[src/rtl/if_pkg.sv]
// Shared types for the instruction fetch stage: fault codes, the NOP filler
// and the buffered instruction entry carried from memory to decode.
package if_pkg;

    localparam logic [31:0] IF_NOP = 32'h0000_0013;

    typedef enum logic [1:0] {
        IF_FAULT_NONE     = 2'b00,
        IF_FAULT_ACCESS   = 2'b01,
        IF_FAULT_MISALIGN = 2'b10
    } if_fault_e;

    typedef struct packed {
        logic [31:0] instruction;
        logic [31:0] pc;
        if_fault_e   fault;
    } if_entry_t;

    localparam if_entry_t IF_RESET_ENTRY = '{
        instruction: IF_NOP,
        pc:          32'h0000_0000,
        fault:       IF_FAULT_NONE
    };

endpackage

[src/rtl/fetch_fifo.sv]
// Small synchronous FIFO of fetch entries; the head is read straight from the
// storage flops, and a flush may carry a push that becomes the only entry.
module fetch_fifo
    import if_pkg::*;
#(
    parameter int DEPTH = 2
) (
    input  logic                     clk,
    input  logic                     rst,
    input  logic                     i_push,
    input  if_entry_t                i_pushData,
    input  logic                     i_pop,
    input  logic                     i_flush,
    output logic [$clog2(DEPTH):0]   o_count,
    output if_entry_t                o_head
);
    localparam int PW = $clog2(DEPTH);
    localparam int CW = PW + 1;

    if_entry_t       r_mem [DEPTH];
    logic [PW-1:0]   r_rdPtr;
    logic [PW-1:0]   r_wrPtr;
    logic [CW-1:0]   r_count;
    logic            w_pop;

    assign w_pop   = i_pop && (r_count != '0);
    assign o_count = r_count;
    assign o_head  = r_mem[r_rdPtr];

    always_ff @(posedge clk or posedge rst) begin
        if (rst) begin
            for (int i = 0; i < DEPTH; i++) begin
                r_mem[i] <= IF_RESET_ENTRY;
            end
            r_rdPtr <= '0;
            r_wrPtr <= '0;
            r_count <= '0;
        end else if (i_flush) begin
            r_rdPtr <= '0;
            if (i_push) begin
                r_mem[0] <= i_pushData;
                r_wrPtr  <= PW'(1);
                r_count  <= CW'(1);
            end else begin
                r_wrPtr  <= '0;
                r_count  <= '0;
            end
        end else begin
            if (i_push) begin
                r_mem[r_wrPtr] <= i_pushData;
                r_wrPtr        <= r_wrPtr + PW'(1);
            end
            if (w_pop) begin
                r_rdPtr <= r_rdPtr + PW'(1);
            end
            case ({i_push, w_pop})
                2'b10:   r_count <= r_count + CW'(1);
                2'b01:   r_count <= r_count - CW'(1);
                default: r_count <= r_count;
            endcase
        end
    end

endmodule

[src/rtl/instruction_fetch.sv]
// Fetch stage: owns the PC, issues credit-limited word fetches and buffers the
// returned words for decode; redirects flush the buffer and drop stale responses.
module instruction_fetch
    import if_pkg::*;
#(
    parameter logic [31:0] RESET_PC   = 32'h0000_0000,
    parameter int          FIFO_DEPTH = 2
) (
    input  logic        clk,
    input  logic        rst,
    output logic        imem_req_valid,
    input  logic        imem_req_ready,
    output logic [31:0] imem_req_addr,
    input  logic        imem_rsp_valid,
    input  logic [31:0] imem_rsp_data,
    input  logic        imem_rsp_err,
    input  logic        redirect_valid,
    input  logic [31:0] redirect_pc,
    output logic        if_valid,
    input  logic        id_ready,
    output logic [31:0] if_instruction,
    output logic [31:0] if_pc,
    output logic [1:0]  if_fault
);
    localparam int          CW           = $clog2(FIFO_DEPTH) + 1;
    localparam logic [CW:0] CREDIT_LIMIT = (CW + 1)'(FIFO_DEPTH);

    logic            r_active;
    logic            r_halted;
    logic [31:0]     r_pc;
    logic [CW-1:0]   r_inflight;
    logic [CW-1:0]   r_discard;

    logic [CW-1:0]   w_fifoCount;
    logic [CW-1:0]   w_tagCount;
    logic [CW:0]     w_credit;
    logic            w_reqFire;
    logic            w_rspDrop;
    logic            w_rspKeep;
    logic            w_misalign;
    logic            w_fifoPush;
    logic            w_fifoPop;
    logic            w_unusedTag;
    if_entry_t       w_pushEntry;
    if_entry_t       w_tagEntry;
    if_entry_t       w_tagHead;
    if_entry_t       w_head;

    assign w_credit       = {1'b0, r_inflight} + {1'b0, w_fifoCount};
    assign imem_req_valid = r_active && !r_halted && !redirect_valid && (w_credit < CREDIT_LIMIT);
    assign imem_req_addr  = r_pc;
    assign w_reqFire      = imem_req_valid && imem_req_ready;

    // A response in a redirect cycle is as stale as any already marked for discard.
    assign w_rspDrop  = redirect_valid || (r_discard != '0);
    assign w_rspKeep  = imem_rsp_valid && !w_rspDrop;
    assign w_misalign = redirect_valid && (redirect_pc[1:0] != 2'b00);
    assign w_fifoPush = w_misalign || w_rspKeep;

    assign if_valid       = (w_fifoCount != '0);
    assign w_fifoPop      = if_valid && id_ready;
    assign if_instruction = w_head.instruction;
    assign if_pc          = w_head.pc;
    assign if_fault       = w_head.fault;

    always_comb begin
        w_tagEntry    = IF_RESET_ENTRY;
        w_tagEntry.pc = r_pc;
    end

    always_comb begin
        w_pushEntry.instruction = imem_rsp_data;
        w_pushEntry.pc          = w_tagHead.pc;
        w_pushEntry.fault       = imem_rsp_err ? IF_FAULT_ACCESS : IF_FAULT_NONE;
        if (w_misalign) begin
            w_pushEntry.instruction = IF_NOP;
            w_pushEntry.pc          = redirect_pc;
            w_pushEntry.fault       = IF_FAULT_MISALIGN;
        end
    end

    always_ff @(posedge clk or posedge rst) begin
        if (rst) begin
            r_active   <= 1'b0;
            r_halted   <= 1'b0;
            r_pc       <= RESET_PC;
            r_inflight <= '0;
            r_discard  <= '0;
        end else begin
            r_active   <= 1'b1;
            r_inflight <= r_inflight + CW'(w_reqFire) - CW'(imem_rsp_valid);
            if (redirect_valid) begin
                r_discard <= r_inflight - CW'(imem_rsp_valid);
                r_halted  <= w_misalign;
                if (!w_misalign) begin
                    r_pc <= redirect_pc;
                end
            end else begin
                if (imem_rsp_valid && (r_discard != '0)) begin
                    r_discard <= r_discard - CW'(1);
                end
                if (w_reqFire) begin
                    r_pc <= r_pc + 32'd4;
                end
            end
        end
    end

    fetch_fifo #(
        .DEPTH      (FIFO_DEPTH)
    ) u_instrFifo (
        .clk        (clk),
        .rst        (rst),
        .i_push     (w_fifoPush),
        .i_pushData (w_pushEntry),
        .i_pop      (w_fifoPop),
        .i_flush    (redirect_valid),
        .o_count    (w_fifoCount),
        .o_head     (w_head)
    );

    // Request PCs of live fetches; only the pc field of each entry matters.
    fetch_fifo #(
        .DEPTH      (FIFO_DEPTH)
    ) u_tagQueue (
        .clk        (clk),
        .rst        (rst),
        .i_push     (w_reqFire),
        .i_pushData (w_tagEntry),
        .i_pop      (w_rspKeep),
        .i_flush    (redirect_valid),
        .o_count    (w_tagCount),
        .o_head     (w_tagHead)
    );

    assign w_unusedTag = ^{w_tagHead.instruction, w_tagHead.fault, w_tagCount};

endmodule
[config.mk]
export PLATFORM = sky130hd
export DESIGN_NAME = instruction_fetch
export DESIGN_NICKNAME = d
export VERILOG_FILES = /design/src/rtl/if_pkg.sv /design/src/rtl/fetch_fifo.sv /design/src/rtl/instruction_fetch.sv
export SDC_FILE = /design/constraint.sdc
export NUM_CORES = 1
export LEC_CHECK = 0
export CORE_UTILIZATION = 40
export DETAILED_ROUTE_END_ITERATION = 6
export RECOVER_POWER = 100
export SLEW_MARGIN = 30
export SYNTH_ARGS = -nofsm -noshare
export SYNTH_HDL_FRONTEND = slang
export SYNTH_SLANG_ARGS = --single-unit
[constraint.sdc]
create_clock -name clk -period 8.1 [get_ports clk]
set_clock_uncertainty 0.2 [all_clocks]
set_input_delay 0.81 -clock clk [delete_from_list [all_inputs] [get_ports clk]]
set_output_delay 0.81 -clock clk [all_outputs]
set_load 0.005 [all_outputs]
==> summary.txt <==
Run status
  • Outcome: finished with violations
  • Violated checks: max-capacitance violations, max-slew violations

Timing
  • Max_slew headroom: -217%
  • Final Cycle Share: 70.6%
  • Tmin final: 5.72 ns
  • RSZ-0062 raised after global routing: no
  • Setup-failing EPs final: 0
  • Fin. max-slew vios: 271
  • Setup TNS Final: 0 ns
  • Slew at the pin closest to its max-slew limit: 4.73 ns
  • Number of hold violations in the final report: 0
  • Peak Freq: 0.175 GHz

Synth
  • Post-synth EDFFs: 0
  • Primary FF master, synth: dfrtp_1
  • Synth Warn #: 0
  • Ys async rst share: 100%
  • Largest family of logic cells by synthesized area: multiplexers
  • Yosys cell types: 52
  • Adder-cell area share of the yosys netlist: 0.724%
  • Synthesized flop and latch total: 242
  • Cells after synthesis: 1132
  • Synth Cell Area: 11400 µm²
  • Register area share after synthesis: 53.2%
  • Synth Area in Compound Gates: 11.7%
  • Post-synthesis simple-gate area fraction: 13.9%
  • Syn Area/Cell: 10.1 µm²
  • Post-synthesis xor/xnor area fraction: 0.691%
  • Post-Syn Nets: 1209
  • Multiplexer area fraction after synthesis: 16.8%

Critical path
  • WP data required: 7.09 ns
  • Worst r2r src: u_instrFifo.o_count[0]
  • CP Launch Point: u_instrFifo.r_rdPtr
  • Slowest cell on the critical path: clkbuf_1
  • Crit path kind: flop to output port
  • Worst Path Arrival: 4.71 ns
  • Crit-path max cell delay: 1.90 ns
  • Worst Path Max Fanout: 42
  • Worst path cell trace: clkbuf_1 -> mux2_2 -> dlygate4sd3_1
  • Crit start category: flop
  • Critical Path Sink Type: output port

Clock network
  • Setup Buffers After CTS: 0
  • Worst skew pair latency: 0.53 ns
  • Clock tree buffer depth: 3
  • Root Buffer: clkbuf_16
  • # hold bufs at CTS: 0
  • CTS sink count: 242
  • H-tree depth: 1
  • CTS clk-pin slew, worst paths: 0.06 ns
  • Number of buffers created by CTS: 28
  • Post-cts resize count: 0
  • CTS tree: built

Layout
  • Area delta synth->final: 26.1%
  • Commonest non-fill, non-tap cell in the layout: nand2_1
  • Commonest non-fill, non-tap cells in the layout: nand2_1 (255), dfrtp_1 (235), o21ai_0 (147)
  • Finished Layout Cells: 1668
  • Final net count: 1345
  • Layout cells sized above 1: 14.5%

Route
  • Final wirelength: 30.1 mm
  • Via count: 8759
  • Wire per inst: 18.1 µm
  • ANT nets after route: 0
  • Drt pass-1 iters: 5
  • Via-to-Cell Ratio: 5.25
  • Initial DRC Count: 528
  • DRC viols: 0

Global route
  • Number of global-route vias before repair: 8407
  • Total GRT Usage: 20.9%
  • First-pass GRT wire length: 47.5 mm
  • Grt total ovfl: 0
  • Largest net degree at the start of global routing: 108
  • Initial antenna violation count: 1

Floorplanning
  • Initial core utilization: 40.8%
  • I/O pin count: 171
  • Core area: 27900 µm²
  • Number of cell rows: 61
  • Die Span X: 171 µm
  • Die area: 29200 µm²
  • Chip Height: 171 µm

Power and ir drop
  • Logic pwr share: 26.7%
  • Seq pwr share: 42.3%
  • Sw Pwr: 1.25 mW
  • Max VDD drop: 0.000182 V
  • Sw Ratio: 29.8%
  • P_int: 2.95 mW
  • Pwr/cell area: 292 nW/µm²
  • Clock Power Share: 31.0%
  • Leakage power: 6.41 nW
  • Final Power: 4.20 mW

Worst hold path
  • Min-delay src: u_instrFifo.r_mem[67]
  • Hold Crit Class: flop to flop

Placement
  • Dpl cells: 1616
  • Detailed Place HPWL: 19.6 mm
  • Final GP Congestion: 0.798
  • I/O Buffers: 170

Flow run
  • Max-Cap Viols: 6
==> path summary, 6_finish.rpt <==
| path | slack [ns] | end | depth (start not counted) |
|---|---|---|---|
| worst max-delay path | 2.38 | if_pc[11] | 3 |
| min in group asynchronous | 1.98 | u_instrFifo.r_mem[85] | 2 |
| worst min register to register | 0.27 | u_instrFifo.r_mem[67] | 2 |
| max in group asynchronous | 3.31 | u_tagQueue.r_rdPtr | 3 |
| worst max register to register | 3.17 | u_tagQueue.r_mem[97] | 8 |
| worst min-delay path | 0.27 | u_instrFifo.r_mem[67] | 2 |
==> layer usage <==
metal / up-vias / track usage, % / wire length (µm)
met5: - / 0 / 0
met4: 0 / 5.75 / 609
met3: 37 / 3.01 / 1530
met2: 211 / 32.1 / 13700
met1: 4306 / 30.8 / 14300
li1: 4205 / - / -
==> synthesized netlist by cell type (all sizes together), types with 2 or more instances <==
cell / number / area [µm²]
nand2: 255 / 957
dfrtp: 236 / 5910
o21ai: 147 / 736
mux2: 129 / 1450
a21oi: 66 / 330
clkbuf: 61 / 229
mux2i: 46 / 460
nor2: 30 / 120
buf: 19 / 92.6
nand3: 19 / 100
nand4: 12 / 81.3
o22ai: 11 / 68.8
nor3: 10 / 50.1
inv: 8 / 30.0
a22oi: 7 / 52.6
and3: 7 / 43.8
and2: 6 / 37.5
dfstp: 6 / 158
a221o: 5 / 50.1
ha: 5 / 62.6
xnor2: 5 / 43.8
or3: 4 / 25.0
or4: 4 / 30.0
xor2: 4 / 35.0
and4: 3 / 26.3
nand2b: 3 / 18.8
a21o: 2 / 15.0
a31oi: 2 / 12.5
nand3b: 2 / 15.0
nor4: 2 / 27.5
o211ai: 2 / 15.0
o21a: 2 / 15.0
==> power groups by stage <==
stage	combinational (mW)	sequential (mW)	clock, mW
2_1_floorplan	0.692	1.71	0
3_3_place_gp	1.16	1.79	0
3_5_place_dp	1.19	1.80	0
4_1_cts	1.20	1.78	1.33
5_1_grt	1.27	1.82	1.38
6_report	1.12	1.78	1.30
==> worst max-delay path, delay by kind of cell (launching register included) <==
kind / cells / cell delay [ns]
buffers and inverters: 2 / 2.48
flip-flops: 1 / 1.17
multiplexers: 1 / 0.48
==> through the flow <==
step           cell area [µm²]  hold slack (ns)  setup WS, ns  util (%)
2_1_floorplan            11400            0.243         0.455         -
3_3_place_gp             13400            0.255          3.58      48.0
3_5_place_dp             13500            0.261          3.50      48.2
4_1_cts                  14400            0.276          3.92      51.7
5_1_grt                  14400            0.289          2.07      51.5
6_report                 14400            0.267          2.38      51.5
==> area by class of cell <==
| cell class | instances | area [µm²] |
|---|---|---|
| diodes | 1 | 2.50 |
| clock buffers | 46 | 890 |
| clock inverters | 5 | 78.8 |
| fillers | 2616 | 13600 |
| inverters | 9 | 35.0 |
| multi-input cells | 801 | 5000 |
| flip-flops and latches | 242 | 6060 |
| well taps | 378 | 473 |
| repair buffers | 186 | 1840 |
==> logic make-up (layout without fill, tap and decap cells) <==
family	Yosys count	after routing
xor+xnor	9	9
mux	175	175
buf+inv	89	246
compound gates	248	248
fa+ha+maj	6	6
other cells	1	2
flops	242	242
simple gates	362	362
==> registers in the layout, indices dropped and copies added (netlist names) <==
name	cells
r_active	1
r_inflight	2
u_instrFifo.r_mem	132
u_tagQueue.r_rdPtr	1
u_tagQueue.o_count	2
r_discard	2
u_tagQueue.r_wrPtr	1
imem_req_addr	32
u_instrFifo.r_rdPtr	1
u_tagQueue.r_mem	64
r_halted	1
u_instrFifo.o_count	2
u_instrFifo.r_wrPtr	1
Power figures use the tool's default switching activity.
